### src/rtl/cpu_pkg.sv
// Shared types and constants for the fetch front end.
package cpu_pkg;

  localparam int unsigned INST_W  = 32;
  localparam int unsigned PC_STEP = 4;
  localparam logic [INST_W-1:0] NOP_INST = 32'h0000_0013;

  typedef enum logic [1:0] {
    ST_BOOT,
    ST_FETCH,
    ST_HALT,
    ST_FAULT
  } fetch_state_t;

endpackage

### src/rtl/fetch_out_stage.sv
// One-entry valid/ready output register carrying an instruction word and its PC.
module fetch_out_stage
  import cpu_pkg::*;
#(
  parameter int unsigned ADDR_W = 7
) (
  input  logic              clk,
  input  logic              rst_n,
  input  logic              load,
  input  logic              flush,
  input  logic              ready,
  input  logic [INST_W-1:0] load_inst,
  input  logic [ADDR_W-1:0] load_pc,
  output logic              inst_valid,
  output logic [INST_W-1:0] inst,
  output logic [ADDR_W-1:0] inst_pc
);

  logic accept;

  assign accept = inst_valid && ready;

  // Flush beats load; an accept only empties the stage when nothing refills it.
  always_ff @(posedge clk) begin
    if (!rst_n) begin
      inst_valid <= 1'b0;
      inst       <= '0;
      inst_pc    <= '0;
    end else if (flush) begin
      inst_valid <= 1'b0;
    end else if (load) begin
      inst_valid <= 1'b1;
      inst       <= load_inst;
      inst_pc    <= load_pc;
    end else if (accept) begin
      inst_valid <= 1'b0;
    end
  end

endmodule

### src/rtl/fetch_sequencer.sv
// Instruction-fetch controller: PC, ROM read port, redirect/halt/fault FSM.
module fetch_sequencer
  import cpu_pkg::*;
#(
  parameter int unsigned ADDR_W   = 7,
  parameter int unsigned RESET_PC = 0
) (
  input  logic              clk,
  input  logic              rst_n,
  output logic              rom_en,
  output logic [ADDR_W-1:0] rom_addr,
  input  logic [INST_W-1:0] rom_data,
  output logic              inst_valid,
  input  logic              inst_ready,
  output logic [INST_W-1:0] inst,
  output logic [ADDR_W-1:0] inst_pc,
  input  logic              redirect_valid,
  input  logic [ADDR_W-1:0] redirect_pc,
  input  logic              halt_req,
  output logic              halted,
  output logic              fault
);

  fetch_state_t      state;
  logic [ADDR_W-1:0] pc;
  logic              redir_live;
  logic              redir_bad;
  logic              redir_go;
  logic              fetch;

  always_comb begin
    redir_live = redirect_valid && ((state == ST_FETCH) || (state == ST_HALT));
    redir_bad  = redir_live && (redirect_pc[1:0] != 2'b00);
    redir_go   = redir_live && (redirect_pc[1:0] == 2'b00);
    fetch      = (state == ST_FETCH) && !redirect_valid && !halt_req
                 && (!inst_valid || inst_ready);
  end

  assign rom_en   = fetch;
  assign rom_addr = pc;

  always_ff @(posedge clk) begin
    if (!rst_n) begin
      state  <= ST_BOOT;
      pc     <= ADDR_W'(RESET_PC);
      halted <= 1'b0;
      fault  <= 1'b0;
    end else begin
      case (state)
        ST_BOOT: begin
          state <= ST_FETCH;
        end
        ST_FETCH, ST_HALT: begin
          if (redir_bad) begin
            state  <= ST_FAULT;
            halted <= 1'b1;
            fault  <= 1'b1;
          end else if (redir_go) begin
            pc     <= redirect_pc;
            state  <= halt_req ? ST_HALT : ST_FETCH;
            halted <= halt_req;
          end else if (halt_req) begin
            state  <= ST_HALT;
            halted <= 1'b1;
          end else begin
            state  <= ST_FETCH;
            halted <= 1'b0;
            if (fetch) pc <= pc + ADDR_W'(PC_STEP);
          end
        end
        default: begin
          state  <= ST_FAULT;
          halted <= 1'b1;
        end
      endcase
    end
  end

  fetch_out_stage #(
    .ADDR_W(ADDR_W)
  ) u_out (
    .clk       (clk),
    .rst_n     (rst_n),
    .load      (fetch),
    .flush     (redir_live),
    .ready     (inst_ready),
    .load_inst (rom_data),
    .load_pc   (pc),
    .inst_valid(inst_valid),
    .inst      (inst),
    .inst_pc   (inst_pc)
  );

endmodule
### config.mk
export PLATFORM = sky130hd
export DESIGN_NAME = fetch_sequencer
export DESIGN_NICKNAME = d
export VERILOG_FILES = /design/src/rtl/cpu_pkg.sv /design/src/rtl/fetch_out_stage.sv /design/src/rtl/fetch_sequencer.sv
export SDC_FILE = /design/constraint.sdc
export NUM_CORES = 1
export LEC_CHECK = 0
export ABC_AREA = 1
export CAP_MARGIN = 15
export CORE_UTILIZATION = 35
export CTS_CLUSTER_DIAMETER = 50
export DETAILED_ROUTE_END_ITERATION = 8
export GPL_TIMING_DRIVEN = 0
export PLACE_DENSITY = 0.7
export SLEW_MARGIN = 10
export SYNTH_ARGS = -nofsm -noshare
export SYNTH_HDL_FRONTEND = slang
export SYNTH_SLANG_ARGS = --single-unit
### constraint.sdc
create_clock -name clk -period 1.4 [get_ports clk]
set_input_delay 0.14 -clock clk [delete_from_list [all_inputs] [get_ports clk]]
set_output_delay 0.14 -clock clk [all_outputs]
set_load 0.01 [all_outputs]
==> metrics.cfg, run 1 <==
[outcome]
status = finished with violations
violations = negative setup slack

[final_layout]
area_growth_syn_to_layout_pct = 65.10
antennaDiodeCount = 0
fin_cells = 445
nNetsFinal = 420
layout_commonest_cell = nand2_1
fin_util_pct = 59.99
drive_above_1_share_pct = 13.67
final_cell_mix = nand2_1, clkdlybuf4s50_1, dfxtp_1

[floorplan]
die_area_mm2 = 0.006023
chipWidth_um = 77.61
fp-row-count = 27
coreArea_mm2 = 0.005507
die_y_um = 77.61
initial_core_util_pct = 36.33
pin_count = 94

[global_route]
grt_pass1_wl_um = 8783
overflow = 0
antenna_found_initial = 0
grt_max_degree = 17
grt_use_total_pct = 18.18
grt_pass1_vias = 1950

[hold_path]
hp-class = in -> reg

[setup_path]
r2r_start = state[0]$_SDFF_PN0_
cp.required_ns = 1.26
crit_end = rom_en
cp_num_cells = 6
ff2ff_setup_slack_ns = 0.01
r2r_cells = 10
slowest_stage = dfxtp_2
crit_arrival_ns = 1.28
start_kind = register
crit_path_cell_trace = inv_4 > ha_4 > nand3_4 > clkinv_4 > buf_8 > buf_6
r2r_end = rom_addr[6]$_SDFFE_PN0P_
cp-end-kind = output pin
criticalPathCategory = reg -> out
critPathBufInv = 4
critPathMaxStageDelay_ns = 0.36
cp_top_family = flip-flops
crit_fanout = 7
critPathLaunch = state[1]$_SDFF_PN0_

[clock_network]
cts_tree = built
cts_root_buf = clkbuf_8
clock_latency_ns = 0.30
htree_levels = 2
numClockSinks = 51
cts.reportedPaths.clkPinSlew_ns = 0.10
cts_made_buffers = 5
clockBufferDepth = 2

[timing]
min_period_over_period_pct = 101.7
setup_viol = 1
worstMarginPinSlew_ns = 0.4493
rsz0062_at_grt = true
fmax_mhz = 702.3
slew_headroom_pct = 70.05
worst_clock_skew_ns = 0.01054
final_hold_viol_count = 0
drv_slew = 0
whs_ns = 0.3782
period_minus_slack_ns = 1.424
finalWorstSetupSlack_ns = -0.02383

[routing]
drtIter0Drc = 64
vias_per_cell = 4.647
wl_per_cell_um = 12.05
drc = 0
drt_pre_antenna_iters = 4
ant_nets = 0
vias = 2068
routed_wl_um = 5364

[placement]
routabilityCongestion = 0.8271
place_ws_ns = -0.5509
portBuffers = 93
post-dp-hpwl_um = 3744
dp.cells = 428

[pwr]
ir_drop_mv = 0.6211
p_leak_nw = 1.413
p_total_mw = 4.124
cellPowerDensity_mw_per_mm2 = 1248

[logic_synthesis]
synth_area_mm2 = 0.002001
yosysSeqAreaShare_pct = 51.03
yosysWarnings = 0
ys_ff_latch = 51
ys_types = 21
synth.avg_cell_area_um2 = 7.607
ys.flop_type = dfxtp_1
synth_nets = 311
async_reset_ff_share_pct = 0
synth_edf_count = 0
syn_inst = 263

[flow_run]
max_cap_violations = 0

where the power goes:
part | internal (mW) | switching (mW) | total [mW]
Sequential | 1.64 | 0.127 | 1.76
Clock | 0.404 | 0.493 | 0.897
Combinational | 0.769 | 0.695 | 1.46
synthesized netlist by cell type, types with 2 or more instances:
cell type	count	area share, %
a21oi_1	39	9.8
buf_6	4	2.3
nor2_1	19	3.6
buf_2	5	1.3
nand4_1	3	0.94
dfxtp_1	51	51
nand3_1	10	2.5
clkbuf_1	2	0.38
nand2_1	97	18
o21ai_0	6	1.5
inv_1	14	2.6
ha_1	4	2.5
per-layer routing:
metal	share of wire [%]	GRT usage, %	vias up
li1	-	-	1053
met1	46	22.51	936
met2	46	30.53	73
met3	6.9	5.529	6
met4	1.0	4.717	0
met5	0	0	-
flip-flops by register name, indices dropped and copies added (netlist names):
| signal | flops |
|---|---|
| halted | 1 |
| fault | 1 |
| state | 2 |
| rom_addr | 7 |
| u_out.inst_valid | 1 |
| u_out.inst_pc | 7 |
| u_out.inst | 32 |
through the flow:
step	TNS, ns	instance area, µm²
final	-0.02383	3303
after global routing	-0.4344	3303
after CTS	-0.05103	3198
after detailed placement	-5.503	3034
after global placement	-3.735	3034
after floorplan	0	2013
logic make-up after synthesis:
logic type | count (synthesis) | synth area share, %
compound gates | 48 | 12.32
buf+inv | 28 | 7.192
flops | 51 | 51.03
simple gates | 132 | 26.95
fa+ha+maj | 4 | 2.502
repair_timing:
item                       CTS  global route
hold buffers                 0             0
gates resized for setup     28            22
setup endpoints to repair   31            38
pin swaps                    1            12
setup buffers                2             6
gates cloned                 1             0
worst reg2reg max path: cells and delay by family, from the launching register on:
kind / cells / cell delay, ns
adder cells (fa/ha/maj): 1 / 0.29
buffers and inverters: 3 / 0.24
flip-flops: 1 / 0.38
AND/OR/NAND/NOR: 6 / 0.37
cell type report:
type / count / area (µm²)
Fill cell: 519 / 2203
Sequential cell: 51 / 1031
Timing Repair Buffer: 102 / 1015
Multi-Input combinational cell: 184 / 895.9
Buffer: 12 / 102.6
Tap cell: 72 / 90.09
Clock buffer: 6 / 82.58
Inverter: 16 / 70.07
Clock inverter: 2 / 16.27
how the worst min path moves through the flow:
stage	from	endpoint	slack, ns	cells after the start
after global routing	rom_data[21]	u_out.inst[21]$_SDFFE_PN0P_	0.38	3
after floorplan	rst_n	u_out.inst_pc[2]$_SDFFE_PN0P_	0.28	2
after detailed placement	rom_addr[1]$_SDFFE_PN0P_	rom_addr[1]$_SDFFE_PN0P_	0.45	2
final	rom_data[30]	u_out.inst[30]$_SDFFE_PN0P_	0.38	3
after global placement	rom_addr[1]$_SDFFE_PN0P_	rom_addr[1]$_SDFFE_PN0P_	0.45	2
after CTS	rom_data[30]	u_out.inst[30]$_SDFFE_PN0P_	0.37	3
(Power assumes the default switching activity.)
==> inputs of run 2 (changes only) <==
- SKIP_CTS_REPAIR_TIMING: unset -> 1
==> run 2 against run 1 <==
The run still ends with negative setup slack left. Total power barely moved. Register-to-register slack worse by 0.02 ns. Via count increased by 1.0%. Combinational power about the same. Die area stayed put. Critical path depth unchanged. Count of clock-buffer cells in the layout unchanged. Critical endpoint unchanged.
==> metrics.cfg, run 2 (same netlist as run 1, synthesis figures left out) <==
[floorplan]
chipWidth_um = 77.61  ; unchanged
initial_core_util_pct = 36.33  ; unchanged
fp-row-count = 27  ; unchanged
pin_count = 94  ; unchanged
die_y_um = 77.61  ; unchanged
die_area_mm2 = 0.006023  ; unchanged
coreArea_mm2 = 0.005507  ; unchanged

[setup_path]
cp.required_ns = 1.26  ; about the same
criticalPathCategory = reg -> out
r2r_cells = 10  ; unchanged
cp-end-kind = output pin
crit_fanout = 8  ; +1
start_kind = register
crit_arrival_ns = 1.35  ; +0.07 ns

[flow_run]
max_cap_violations = 0  ; unchanged

[placement]
dp.cells = 428  ; unchanged
portBuffers = 93  ; unchanged
post-dp-hpwl_um = 3744  ; unchanged
routabilityCongestion = 0.8271  ; unchanged

[timing]
drv_slew = 0  ; unchanged
setup_tns_ns = -0.1127  ; -0.08887 ns
rsz0062_at_grt = true
period_minus_slack_ns = 1.488  ; +0.06441 ns
worst_clock_skew_ns = 0.007639  ; -0.002900 ns
min_period_over_period_pct = 106.3  ; +4.6 points
fmax_mhz = 671.9  ; -4.3%
worstMarginPinSlew_ns = 0.4477  ; -0.001566 ns
final_hold_viol_count = 0  ; unchanged
slew_headroom_pct = 70.15  ; +0.10 points
setup_viol = 3  ; +2
finalWorstSetupSlack_ns = -0.08823  ; -0.06441 ns

[pwr]
p_leak_nw = 1.442  ; +2.0%
ir_drop_mv = 0.6054  ; -2.5%
cellPowerDensity_mw_per_mm2 = 1238  ; -0.87%
p_total_mw = 4.125  ; about the same

[clock_network]
clockBufferDepth = 2  ; unchanged
numClockSinks = 51  ; unchanged
htree_levels = 2  ; unchanged
clock_latency_ns = 0.30  ; about the same
cts.reportedPaths.clkPinSlew_ns = 0.10  ; about the same
cts_tree = built
cts_made_buffers = 5  ; unchanged
cts_root_buf = clkbuf_8

[final_layout]
largest_reg_flops = 32  ; unchanged
drive_above_1_share_pct = 14.71  ; +1.0 points
fin_util_pct = 60.53  ; +0.55 points
fin_cells = 446  ; +0.22%
layout_commonest_cell = nand2_1
regMostFlops = u_out.inst
nNetsFinal = 421  ; +0.24%
final_cell_mix = nand2_1, clkdlybuf4s50_1, dfxtp_1
antennaDiodeCount = 0  ; unchanged
area_growth_syn_to_layout_pct = 66.60

[global_route]
overflow = 0  ; unchanged
grt_pass1_wl_um = 8549  ; -2.7%
antenna_found_initial = 0  ; unchanged
grt_use_total_pct = 17.63  ; -0.55 points
grt_pass1_vias = 1907  ; -2.2%
grt_max_degree = 17  ; unchanged

[hold_path]
min_path_cells = 3  ; unchanged
hp-class = in -> reg

[routing]
drt_pre_antenna_iters = 4  ; unchanged
drc = 0  ; unchanged
drtIter0Drc = 74  ; +16%
wl_per_cell_um = 11.99  ; -0.56%
routed_wl_um = 5346  ; -0.34%
vias = 2089  ; +1.0%
ant_nets = 0  ; unchanged
vias_per_cell = 4.684  ; +0.79%

[outcome]
violations = negative setup slack
status = finished with violations

[run 2: cell count changes in the layout (fill, tap and decap cells not counted), sizes merged]
cell | before | now
buf | 20 | 21
dlymetal6s2s | 7 | 9
dlygate4sd2 | 2 | 0
[run 2: layout make-up]
| cell class | instances | area (µm²) |
|---|---|---|
| sequential | 51 | 1033 |
| tap | 72 | 90.09 |
| multi-input combinational | 184 | 905.9 |
| timing repair buffer | 105 | 1049 |
| buffer | 10 | 81.33 |
| clock buffer | 6 | 82.58 |
| clock inverter | 2 | 16.27 |
| fill | 519 | 2173 |
| inverter | 16 | 75.07 |
[run 2: critical path: stages, from the launching register on]
cell	delay, ns
dfxtp_2	0.36
inv_4	0.05
ha_4	0.16
nand3_4	0.13
clkinv_4	0.09
buf_8	0.13
buf_6	0.11
[run 2: path summary, 6_finish.rpt]
check	from	endpoint	slack (ns)
max reg2reg	state[0]$_SDFF_PN0_	rom_addr[6]$_SDFFE_PN0P_	-0.01
min	rom_data[30]	u_out.inst[30]$_SDFFE_PN0P_	0.38
max	state[1]$_SDFF_PN0_	rom_en	-0.09
min reg2reg	u_out.inst[4]$_SDFFE_PN0P_	u_out.inst[4]$_SDFFE_PN0P_	0.47
[run 2: layer usage]
layer | track usage (%) | wire length, µm | part of all wire (%)
met1 | 21.85 | 2440 | 46
met2 | 29.47 | 2515 | 47
met3 | 5.412 | 355 | 6.6
met4 | 4.717 | 35 | 0.65
met5 | 0 | 0 | 0
[run 2: metrics by stage]
stage	setup WS, ns	instance area (µm²)	hold WS [ns]
after global routing	-0.1556	3333	0.3779
after floorplan	0.04155	2013	0.2784
after CTS	-0.7658	3133	0.3705
after detailed placement	-0.5509	3034	0.4488
after global placement	-0.5231	3034	0.4453
final	-0.08823	3333	0.3842
[run 2: report_power, final]
group          switching [mW]  leakage [nW]  total [mW]  internal, mW
clock network           0.478        0.0474       0.882         0.404
logic                   0.702         0.978        1.47         0.770
registers               0.133         0.417        1.77          1.64
